==> src/rtl/matrix_result_drain.sv <==
// matrix_result_drain
//   Sink for the matrix_multiplier result port. Completes the four-phase
//   out_ready/out_ack handshake, captures the flattened result matrix into a
//   shadow register in one shot, then streams its elements row-major, one
//   WORD at a time, over a valid/ready interface tagged with row/col indices.
//
// Ports
//   clk, rst     : clock (rising edge), asynchronous active-high reset
//   Out          : flattened result; element [r][c] occupies
//                  bits TOTAL-1-(r*NUM_COL+c)*WORD downto TOTAL-(r*NUM_COL+c+1)*WORD
//   out_ready    : producer result valid (held with Out until out_ack seen)
//   out_ack      : capture acknowledge back to the producer
//   elem_data    : current element
//   elem_row/col : indices of elem_data
//   elem_last    : high with the final element
//   elem_valid   : elem_* valid
//   elem_ready   : downstream accept
//   frame_done   : one-cycle pulse after the last element is accepted
//   busy         : high whenever the block is not idle
module matrix_result_drain #(
  parameter  int NUM_ROW = 2,
  parameter  int NUM_COL = 2,
  parameter  int WORD    = 32,
  localparam int TOTAL   = NUM_ROW * NUM_COL * WORD,
  localparam int IDX_MAX = (NUM_ROW > NUM_COL) ? NUM_ROW : NUM_COL,
  localparam int IDX_W   = (IDX_MAX > 1) ? $clog2(IDX_MAX) : 1
) (
  input  logic             clk,
  input  logic             rst,
  input  logic [TOTAL-1:0] Out,
  input  logic             out_ready,
  output logic             out_ack,
  output logic [WORD-1:0]  elem_data,
  output logic [IDX_W-1:0] elem_row,
  output logic [IDX_W-1:0] elem_col,
  output logic             elem_last,
  output logic             elem_valid,
  input  logic             elem_ready,
  output logic             frame_done,
  output logic             busy
);

  localparam int unsigned NUM_ELEM = NUM_ROW * NUM_COL;
  localparam int unsigned NCOL_U   = NUM_COL;
  localparam int unsigned WORD_U   = WORD;
  localparam int unsigned TOTAL_U  = TOTAL;
  localparam logic [IDX_W-1:0] ROW_LAST = IDX_W'(NUM_ROW - 1);
  localparam logic [IDX_W-1:0] COL_LAST = IDX_W'(NUM_COL - 1);

  typedef enum logic [1:0] {
    IDLE,
    RELEASE,
    STREAM
  } state_t;

  state_t             state_q,  state_d;
  logic [TOTAL-1:0]   shadow_q, shadow_d;
  logic               ack_q,    ack_d;
  logic               valid_q,  valid_d;
  logic               last_q,   last_d;
  logic               done_q,   done_d;
  logic [IDX_W-1:0]   row_q,    row_d;
  logic [IDX_W-1:0]   col_q,    col_d;
  logic [WORD-1:0]    data_q,   data_d;

  // Successor position in row-major order and the word stored there.
  logic [IDX_W-1:0]   nxt_row;
  logic [IDX_W-1:0]   nxt_col;
  logic [31:0]        nxt_sel;
  logic [31:0]        nxt_shamt;
  logic [WORD-1:0]    nxt_word;
  logic [WORD-1:0]    first_word;

  always_comb begin
    nxt_row = row_q;
    nxt_col = col_q;
    if (col_q == COL_LAST) begin
      nxt_col = '0;
      nxt_row = row_q + 1'b1;
    end else begin
      nxt_col = col_q + 1'b1;
    end
    nxt_sel   = 32'(nxt_row) * NCOL_U + 32'(nxt_col);
    // Element k sits k words below the top of the vector; a shift keeps the
    // select index-width independent of the parameterisation.
    nxt_shamt  = TOTAL_U - (nxt_sel + 32'd1) * WORD_U;
    nxt_word   = WORD'(shadow_q >> nxt_shamt);
    first_word = WORD'(shadow_q >> (TOTAL_U - WORD_U));
  end

  always_comb begin
    state_d  = state_q;
    shadow_d = shadow_q;
    ack_d    = ack_q;
    valid_d  = valid_q;
    last_d   = last_q;
    done_d   = 1'b0;
    row_d    = row_q;
    col_d    = col_q;
    data_d   = data_q;

    unique case (state_q)
      IDLE: begin
        if (out_ready) begin
          shadow_d = Out;
          ack_d    = 1'b1;
          state_d  = RELEASE;
        end
      end

      RELEASE: begin
        if (!out_ready) begin
          ack_d   = 1'b0;
          valid_d = 1'b1;
          row_d   = '0;
          col_d   = '0;
          data_d  = first_word;
          last_d  = (NUM_ELEM == 1);
          state_d = STREAM;
        end
      end

      STREAM: begin
        if (valid_q && elem_ready) begin
          if (last_q) begin
            valid_d = 1'b0;
            last_d  = 1'b0;
            done_d  = 1'b1;
            state_d = IDLE;
          end else begin
            row_d  = nxt_row;
            col_d  = nxt_col;
            data_d = nxt_word;
            last_d = (nxt_row == ROW_LAST) && (nxt_col == COL_LAST);
          end
        end
      end

      default: state_d = IDLE;
    endcase
  end

  always_ff @(posedge clk or posedge rst) begin
    if (rst) begin
      state_q  <= IDLE;
      shadow_q <= '0;
      ack_q    <= 1'b0;
      valid_q  <= 1'b0;
      last_q   <= 1'b0;
      done_q   <= 1'b0;
      row_q    <= '0;
      col_q    <= '0;
      data_q   <= '0;
    end else begin
      state_q  <= state_d;
      shadow_q <= shadow_d;
      ack_q    <= ack_d;
      valid_q  <= valid_d;
      last_q   <= last_d;
      done_q   <= done_d;
      row_q    <= row_d;
      col_q    <= col_d;
      data_q   <= data_d;
    end
  end

  assign out_ack    = ack_q;
  assign elem_data  = data_q;
  assign elem_row   = row_q;
  assign elem_col   = col_q;
  assign elem_last  = last_q;
  assign elem_valid = valid_q;
  assign frame_done = done_q;
  assign busy       = (state_q != IDLE);

endmodule

==> config.mk <==
export PLATFORM = sky130hd
export DESIGN_NAME = matrix_result_drain
export DESIGN_NICKNAME = d
export VERILOG_FILES = /design/src/rtl/matrix_result_drain.sv
export SDC_FILE = /design/constraint.sdc
export NUM_CORES = 1
export LEC_CHECK = 0
export ABC_CLOCK_PERIOD_IN_PS = 10790
export CAP_MARGIN = 15
export CORE_MARGIN = 2
export CORE_UTILIZATION = 35
export CTS_CLUSTER_SIZE = 16
export DETAILED_ROUTE_END_ITERATION = 10
export HOLD_SLACK_MARGIN = 0.02
export PLACE_DENSITY = 0.65
export SYNTH_ARGS = -nofsm -noshare
export SYNTH_HDL_FRONTEND = slang
export SYNTH_SLANG_ARGS = --single-unit
==> constraint.sdc <==
create_clock -name clk -period 10.79 [get_ports clk]
set_input_delay 2.158 -clock clk [delete_from_list [all_inputs] [get_ports clk]]
set_output_delay 2.158 -clock clk [all_outputs]
set_load 0.02 [all_outputs]
==> results of run 1 <==
[power by group]
part	switching (uW)	leakage, uW	internal [uW]	total, uW
Sequential	224	0.00198	947	1170
Combinational	513	0.00173	605	1120
Clock	245	0.000261	337	582
[kinds of logic after synthesis]
| group | after synthesis |
|---|---|
| and+or+nand+nor | 61 |
| AOI/OAI and AO/OA | 106 |
| muxes | 160 |
| adders and majority gates | 1 |
| buffers and inverters | 67 |
| DFF | 168 |
[worst register-to-register path: stages (launching register included)]
cell,delay [ns]
dfrtp_4,1.03
inv_1,0.16
ha_2,0.96
or3b_1,0.78
o22ai_1,0.24
o31ai_2,0.27
[per-stage QoR]
stage          total power [uW]  std cells  area [sq um]  util (%)
6_report                   2871       1001         10100     46.28
5_1_grt                    3051       1001         10100     46.28
4_1_cts                    2906       1001         10100     46.28
3_5_place_dp               2313        969          9544     43.73
3_3_place_gp               2260        969          9544     43.73
2_1_floorplan              1930        563          7760         -
[layout make-up]
cell class | count | area, sq um
clock inverter | 6 | 66.31
sequential | 168 | 4208
fill | 1930 | 11720
timing repair buffer | 174 | 1732
tap | 280 | 350.3
inverter | 19 | 76.32
clock buffer | 26 | 489.2
multi-input combinational | 328 | 3178
[placed cells by master (no fill, tap or decap), types with 2 or more instances in the layout]
cell             instances
clkdlybuf4s50_1        170
dfrtp_1                167
mux2_1                  81
mux2_2                  62
a21oi_1                 23
inv_1                   18
nand2_1                 17
clkbuf_16               17
o211ai_1                16
mux4_2                  16
a32oi_1                 16
o22ai_1                 15
nor2b_1                 13
o31ai_2                 13
o21a_1                  12
nor4b_1                 11
nor2_1                   6
clkbuf_1                 6
buf_4                    4
nand2b_1                 3
o21ai_0                  3
clkbuf_8                 3
clkinvlp_4               3
or3b_1                   2
nand3_1                  2
o31ai_1                  2
[flip-flops by register name, summed over array words and instances (netlist names)]
register and cells:
elem_data 32, frame_done 1, elem_valid 1, out_ack 1, shadow_q 128, elem_col 1, state_q 2, elem_row 1
elem_last 1
[synth_stat cells]
cell type	instances	area share [%]
or3b_1	2	0.23
clkbuf_1	12	0.58
o2bb2ai_1	1	0.11
mux2_2	62	9.0
a32oi_1	16	1.8
o211ai_1	16	1.5
o22ai_1	15	1.2
a32o_1	1	0.13
nand2_1	17	0.82
o41ai_2	1	0.21
and2_1	1	0.081
buf_2	16	1.0
buf_1	2	0.097
mux2_1	81	12
buf_4	6	0.58
mux4_2	16	4.6
buf_6	12	1.7
ha_1	1	0.16
inv_1	19	0.92
mux2i_1	1	0.13
or2_2	1	0.081
o21a_1	12	1.2
nand3_1	2	0.13
o21ai_1	1	0.064
o21ai_0	3	0.19
o31ai_1	2	0.19
dfrtp_1	168	54
a21oi_1	23	1.5
nand4bb_1	1	0.15
nor2_1	6	0.29
o21a_4	1	0.19
nand2b_1	3	0.24
and2b_1	2	0.19
and3_1	1	0.081
nor4b_1	11	1.2
nor2b_1	13	1.0
nand4b_1	1	0.11
a211oi_1	1	0.097
o31ai_2	13	2.1
[path summary, 6_finish.rpt]
path	from	to	slack [ns]	cells after the start
max	out_ready	shadow_q[126]$_DFFE_PP0P_	6.01	5
min	shadow_q[61]$_DFFE_PP0P_	shadow_q[61]$_DFFE_PP0P_	0.48	1
max reg2reg	elem_col$_DFFE_PP0P_	elem_data[9]$_DFFE_PP0P_	7.25	5
min reg2reg	shadow_q[61]$_DFFE_PP0P_	shadow_q[61]$_DFFE_PP0P_	0.48	1
max in group asynchronous	rst	shadow_q[122]$_DFFE_PP0P_	6.91	3
min in group asynchronous	rst	shadow_q[61]$_DFFE_PP0P_	2.27	2
[routing by layer]
layer,part of all wire [%],wire (microns),track usage [%]
met3,5.7,1115,4.905
met5,0,0,0
met4,0.64,124,4.145
met1,45,8806,22.44
met2,48,9410,27.65
==> flow_summary_export.csv, run 1 <==
group,metric,value,unit
sta,setup_viol,0,
sta,rsz0062_at_grt,"no",
logic_synthesis,yosysSeqAreaShare,54.18,%
die,initial_utilization,35.56,%
logic_synthesis,ys_seq_elements,168,
logic_synthesis,yosys.cell_types.count,39,
logic_synthesis,synth_area_per_cell,13.78,sq um
global_route,grt_pass1_wl,31.28,mm
global_route,grt_pass1_vias,5678,
worst_setup_path,crit_path_max_fanout,73,
pwr,power.density,284.3,nW/um^2
worst_setup_path,critical_path_buf_inv_count,2,
sta,slew_violations,0,
outcome,status,"finished, final reports clean",
detailed_routing,viasPerCell,5.240,
clock_network,clock_latency,0.42,ns
die,ios,171,
place,dp_slack,5.540,ns
detailed_routing,drt_wl_total,19.46,mm
worst_setup_path,crit_path_top_delay_cell,"buf_4",
worst_setup_path,end_kind,"flip-flop",
sta,whs,0.4810,ns
global_route,grt_start_max_net_pins,90,
cells_and_area,area_growth,30.15,%
detailed_routing,drtIter0Drc,228,
detailed_routing,route.vias.total,5245,
die,die_h,152.9,microns
worst_setup_path,worstPathRequired,11.09,ns
detailed_routing,ant_nets,0,
flow_run,maxCapViolCount,0,
die,fp.dieArea,23380,sq um
global_route,gr-usage-all-layers,16.96,%
logic_synthesis,synth_fp_nets,696,
sta,hold_violations,0,
global_route,antenna_found_initial,1,
sta,finalCriticalPeriod,4.777,ns
logic_synthesis,synth-adder-area-share,0.1612,%
clock_network,cts_made_buffers,17,
sta,post-route-period-util,44.28,%
sta,skew,0.006034,ns
clock_network,postCtsSetupBuffers,0,
detailed_routing,wire_per_inst,19.44,microns
place,dp_hpwl,12.37,mm
logic_synthesis,synth_top_family_by_area,"multiplexers",
place,gp_congestion,0.7528,
min_path,min_path_type,"flip-flop to flip-flop",
worst_setup_path,worst_ep_arrival_time,5.08,ns
detailed_routing,firstDrtPassIters,4,
sta,slew-limit-headroom,30.49,%
cells_and_area,n_antenna_cell,0,
cells_and_area,drive_gt1_share,17.89,%
clock_network,ctsHoldBuffers,0,
sta,final.setup.tns,0,ns
logic_synthesis,synthCells,563,
place,portBuffers,170,
worst_setup_path,path_cells,"clkdlybuf4s50_1, nor2b_1, and2b_4, buf_4, mux2_2",
clock_network,cts_resized,0,
clock_network,clk_pin_slew,0.06,ns
die,fp.coreArea,21820,sq um
worst_setup_path,critPathKind,"input port to flip-flop",
clock_network,root_buffer,"clkbuf_16",
clock_network,cts_htree_levels,4,
cells_and_area,final_nets,841,
clock_network,clock_path_buffers,2,
global_route,overflow,0,
sta,setup_slack,6.013,ns
worst_setup_path,critPathTopFamily,"buffers and inverters",
clock_network,cts_sinks,168,
pwr,ir_drop,0.1242,mV
pwr,p_leak,0.003974,uW
logic_synthesis,netlist_area,7760,sq um
worst_setup_path,startpoint_type,"input port",
clock_network,cts_tree,"yes",
die,die_w,152.9,microns
logic_synthesis,synth_compound_area_share,10.50,%
die,row_count,54,
sta,fmax,209.3,MHz
sta,tightest_slew,1.043,ns
logic_synthesis,synth_simple_gate_area_share,4.692,%
logic_synthesis,ys_warn_count,0,
logic_synthesis,synth_xor_area_share,0,%
worst_setup_path,worst_path_largest_cell_delay,0.86,ns
detailed_routing,remaining_drc_errors,0,
logic_synthesis,synthMuxAreaShare,25.52,%
No activity file was read; power rests on OpenSTA's default activity.
==> run 2, diff against run 1 <==
ABC_CLOCK_PERIOD_IN_PS = 4860   (was 10790)
clock period = 4.86 ns   (was 10.79 ns; I/O delays follow)
==> run 2 against run 1 <==
Net effect: global-route usage up 0.34 points; worst setup slack worse by 4.4 ns; via count increased by 0.19%; critical path depth fell by 3; register-to-register slack got worse by 5.2 ns; critical endpoint is now elem_col; largest power group is now combinational cells; highest routed layer unchanged.
==> flow_summary_export.csv, run 2 (same netlist as run 1, synthesis figures left out) <==
group,metric,value,unit
pwr,internal_power,4221,uW
pwr,switching_share,34.33,%
global_route,gr-usage-all-layers,17.30,%
global_route,grt_pass1_wl,31.82,mm
sta,slew-limit-headroom,37.11,%
clock_network,clk_pin_slew,0.06,ns
die,initial_utilization,35.56,%
flow_run,maxCapViolCount,0,
die,fp.coreArea,21820,sq um
pwr,p_switching,2207,uW
cells_and_area,final_cell_mix,"170 x clkdlybuf4s50_1, 167 x dfrtp_1, 81 x mux2_1",
sta,whs,0.4817,ns
worst_setup_path,critPathTopFamily,"buffers and inverters",
global_route,antenna_found_initial,0,
pwr,p_leak,0.003999,uW
detailed_routing,drtIter0Drc,243,
die,ios,171,
detailed_routing,drt_wl_total,19.87,mm
detailed_routing,ant_nets,0,
sta,slew_violations,0,
place,gp_congestion,0.7227,
cells_and_area,layout_commonest_cell,"clkdlybuf4s50_1",
worst_setup_path,startpoint_type,"flip-flop",
sta,final.setup.tns,0,ns
die,row_count,54,
worst_setup_path,crit_path_max_fanout,60,
place,dp.cells,972,
sta,setup_viol,0,
detailed_routing,remaining_drc_errors,0,
cells_and_area,stdcell_count,1003,
cells_and_area,n_antenna_cell,0,
die,fp.dieArea,23380,sq um
clock_network,cts_tree,"yes",
worst_setup_path,critPathKind,"flip-flop to output pin",
clock_network,cts_sinks,168,
place,portBuffers,170,
worst_setup_path,critical_path_buf_inv_count,2,
sta,skew,0.006513,ns
worst_setup_path,worst_ep_arrival_time,2.30,ns
cells_and_area,final_nets,844,
global_route,grt_pass1_vias,5789,
pwr,seqPwrFrac,39.4,%
sta,rsz0062_at_grt,"no",
place,dp_hpwl,12.38,mm
pwr,clkPwrFrac,20.4,%
worst_setup_path,end_kind,"output pin",
sta,finalCriticalPeriod,3.271,ns
clock_network,ctsHoldBuffers,0,
worst_setup_path,worst_path_largest_cell_delay,0.76,ns
detailed_routing,firstDrtPassIters,4,
place,dp_slack,1.324,ns
sta,tightest_slew,0.9433,ns
clock_network,clock_path_buffers,2,
clock_network,cts_made_buffers,17,
sta,hold_violations,0,
die,die_w,152.9,microns
worst_setup_path,rrSetupSlack,2.08,ns
cells_and_area,largest_register_ffs,128,
clock_network,cts_htree_levels,4,
pwr,ir_drop,0.2444,mV
clock_network,postCtsSetupBuffers,0,
cells_and_area,regMostFlops,"shadow_q",
cells_and_area,drive_gt1_share,18.40,%
pwr,power_frac_comb,40.1,%
sta,setup_slack,1.589,ns
global_route,overflow,0,
cells_and_area,fin_util,46.52,%
clock_network,clock_latency,0.42,ns
worst_setup_path,crit_path_top_delay_cell,"clkdlybuf4s50_1",
clock_network,root_buffer,"clkbuf_16",
sta,fmax,305.7,MHz
die,die_h,152.9,microns
min_path,min_path_type,"flip-flop to flip-flop",
global_route,grt_start_max_net_pins,169,
clock_network,cts_resized,0,
detailed_routing,viasPerCell,5.239,
worst_setup_path,worstPathRequired,3.89,ns
worst_setup_path,path_cells,"buf_4, clkdlybuf4s50_1",
sta,post-route-period-util,67.30,%
pwr,power.density,633.1,nW/um^2
outcome,status,"finished, final reports clean",
detailed_routing,wire_per_inst,19.81,microns
detailed_routing,route.vias.total,5255,
cells_and_area,area_growth,30.83,%
[run 2: area by class of cell]
cell class / count / area (sq um)
Multi-Input combinational cell: 328 / 3178
Timing Repair Buffer: 177 / 1779
Sequential cell: 168 / 4208
Clock inverter: 6 / 66.31
Clock buffer: 25 / 495.5
Fill cell: 1932 / 11670
Tap cell: 280 / 350.3
Inverter: 19 / 75.07
[run 2: power groups by stage]
stage | registers, uW | clock network, uW | logic, uW
floorplan | 2570 | 0 | 1710
global placement | 2520 | 0 | 2520
detailed placement | 2560 | 0 | 2600
CTS | 2540 | 1340 | 2610
global route | 2630 | 1400 | 2800
finish | 2540 | 1310 | 2580
[run 2: metrics by stage]
step           total power [uW]  instance area [sq um]
6_report                   6428                  10150
5_1_grt                    6826                  10150
4_1_cts                    6492                  10150
3_5_place_dp               5160                   9590
3_3_place_gp               5042                   9590
2_1_floorplan              4286                   7764
[run 2: path summary, 6_finish.rpt]
path | start | end | cells past startpoint
setup reg to reg | elem_col$_DFFE_PP0P_ | elem_data[9]$_DFFE_PP0P_ | 5
setup / recovery | elem_col$_DFFE_PP0P_ | elem_col | 2
hold / removal | shadow_q[92]$_DFFE_PP0P_ | shadow_q[92]$_DFFE_PP0P_ | 1
max in group asynchronous | rst | shadow_q[55]$_DFFE_PP0P_ | 3
hold reg to reg | shadow_q[92]$_DFFE_PP0P_ | shadow_q[92]$_DFFE_PP0P_ | 1
min in group asynchronous | rst | shadow_q[36]$_DFFE_PP0P_ | 3
[run 2: layer usage]
layer  part of all wire, %  track usage (%)  vias to the layer above
li1                      -                -                     2370
met1                    46            23.17                     2705
met2                    47            27.89                      155
met3                   5.1            4.480                       25
met4                   1.2            4.938                        0
met5                     0                0                        -
==> run 3, diff against run 2 <==
ABC_CLOCK_PERIOD_IN_PS = 3350   (was 4860)
clock period = 3.35 ns   (was 4.86 ns; I/O delays follow)
==> run 3 against run 2 <==
Net effect: worst setup slack lost 1.0 ns; sequential share of layout area fell by 0.23 points; register-to-register slack got worse by 1.1 ns; final cell count is 0.40% higher; power is 46% higher; global-route usage decreased by 0.34 points; wire length fell by 2.3%; hold slack improved by 0.0013 ns; critical path type unchanged; critical endpoint is now busy.
==> flow_summary_export.csv, run 3 (same netlist as run 1, synthesis figures left out) <==
group,metric,value,unit
sta,post-route-period-util,82.98,%
cells_and_area,area_growth,31.57,%
clock_network,clock_path_buffers,2,
die,fp.coreArea,21820,sq um
die,row_count,54,
place,portBuffers,170,
worst_setup_path,end_kind,"output pin",
pwr,power_frac_comb,39.5,%
worst_setup_path,path_cells,"or2_2, clkdlybuf4s50_1",
cells_and_area,finalInstanceArea,10210,sq um
cells_and_area,final_nets,848,
detailed_routing,firstDrtPassIters,4,
clock_network,postCtsSetupBuffers,0,
detailed_routing,remaining_drc_errors,0,
clock_network,cts_htree_levels,4,
sta,tightest_slew,0.8904,ns
die,die_h,152.9,microns
die,fp.dieArea,23380,sq um
place,dp_hpwl,12.54,mm
detailed_routing,m1WireLength,8.557,mm
detailed_routing,met3_length,1.211,mm
sta,setup_slack,0.5702,ns
sta,rsz0062_at_grt,"no",
global_route,overflow,0,
clock_network,cts_tree,"yes",
die,die_w,152.9,microns
worst_setup_path,startpoint_type,"flip-flop",
worst_setup_path,crit_path_top_delay_cell,"dfrtp_1",
cells_and_area,drive_gt1_share,18.87,%
pwr,seqPwrFrac,39.4,%
sta,slew_violations,0,
cells_and_area,final_cell_mix,"170 x clkdlybuf4s50_1, 167 x dfrtp_1, 81 x mux2_1",
global_route,antenna_found_initial,1,
detailed_routing,drtIter0Drc,194,
outcome,status,"finished, final reports clean",
pwr,clkPwrFrac,21.2,%
detailed_routing,route.vias.total,5221,
die,ios,171,
sta,final.setup.tns,0,ns
pwr,internal_power,6233,uW
clock_network,ctsHoldBuffers,0,
sta,finalCriticalPeriod,2.780,ns
global_route,gr-usage-all-layers,16.96,%
clock_network,clock_latency,0.42,ns
cells_and_area,largest_register_ffs,128,
global_route,grt_start_max_net_pins,102,
sta,fmax,359.7,MHz
clock_network,root_buffer,"clkbuf_16",
place,dp_slack,0.6411,ns
cells_and_area,regMostFlops,"shadow_q",
clock_network,cts_resized,0,
pwr,p_leak,0.004029,uW
pwr,p_switching,3167,uW
flow_run,maxCapViolCount,0,
detailed_routing,viasPerCell,5.185,
pwr,switching_share,33.69,%
pwr,ir_drop,0.4058,mV
global_route,grt_pass1_wl,31.49,mm
die,initial_utilization,35.56,%
worst_setup_path,critical_path_buf_inv_count,1,
worst_setup_path,worstPathRequired,2.68,ns
detailed_routing,dr_wl_met2,9.477,mm
sta,slew-limit-headroom,40.64,%
detailed_routing,ant_nets,0,
sta,setup_viol,0,
detailed_routing,drt_wl_total,19.42,mm
clock_network,cts_sinks,168,
clock_network,cts_made_buffers,17,
place,gp_congestion,0.7536,
min_path,min_path_type,"flip-flop to flip-flop",
global_route,grt_pass1_vias,5737,
sta,hold_violations,0,
worst_setup_path,worst_path_largest_cell_delay,0.85,ns
place,placed_cell_area,9620,sq um
worst_setup_path,worst_ep_arrival_time,2.11,ns
sta,whs,0.4830,ns
detailed_routing,top_layer,"met4",
sta,skew,0.009057,ns
clock_network,clk_pin_slew,0.07,ns
worst_setup_path,crit_path_max_fanout,24,
cells_and_area,layout_commonest_cell,"clkdlybuf4s50_1",
pwr,power.density,920.6,nW/um^2
worst_setup_path,critPathTopFamily,"flip-flops",
detailed_routing,wire_per_inst,19.28,microns
worst_setup_path,critPathKind,"flip-flop to output pin",
## run 3: area by class of cell
class	count	area (sq um)
multi-input combinational	328	3178
clock inverter	8	122.6
sequential	168	4208
antenna	1	2.502
inverter	19	75.07
clock buffer	22	464.2
timing repair buffer	181	1809
tap	280	350.3
fill	1934	11610
## run 3: power groups by stage
stage,sequential (uW),clock (uW),combinational [uW]
floorplan,3730,0,2490
global placement,3670,0,3650
detailed placement,3740,0,3750
CTS,3700,2040,3770
global route,3840,2130,4000
finish,3700,1990,3710
## run 3: final timing paths
path	start	to	slack [ns]	cells after the start
max	state_q[1]$_DFFE_PP0P_	busy	0.57	2
min	shadow_q[92]$_DFFE_PP0P_	shadow_q[92]$_DFFE_PP0P_	0.48	1
max reg2reg	elem_col$_DFFE_PP0P_	elem_data[22]$_DFFE_PP0P_	0.99	5
min reg2reg	shadow_q[92]$_DFFE_PP0P_	shadow_q[92]$_DFFE_PP0P_	0.48	1
max in group asynchronous	rst	shadow_q[81]$_DFFE_PP0P_	1.86	3
min in group asynchronous	rst	elem_last$_DFFE_PP0P_	0.74	3
## run 3: metrics by stage
step                util [%]  std cells  total power [uW]
global placement       44.08        976              7317
finish                 46.78       1007              9399
global route           46.77       1006              9973
detailed placement     44.08        976              7488
CTS                    46.77       1006              9523
floorplan                  -        563              6218
## run 3: metal layers
layer	up-vias	GRT usage, %
met5	-	0
met4	0	4.056
met3	14	4.763
met2	166	27.65
met1	2668	22.57
li1	2373	-
## run 3: worst reg2reg max path, delay by kind of cell (launching register included)
| kind | cells | cell delay [ns] |
|---|---|---|
| fa+ha+maj | 1 | 0.27 |
| buf+inv | 1 | 0.12 |
| compound gates | 2 | 0.53 |
| flops | 1 | 0.58 |
| simple gates | 1 | 0.73 |
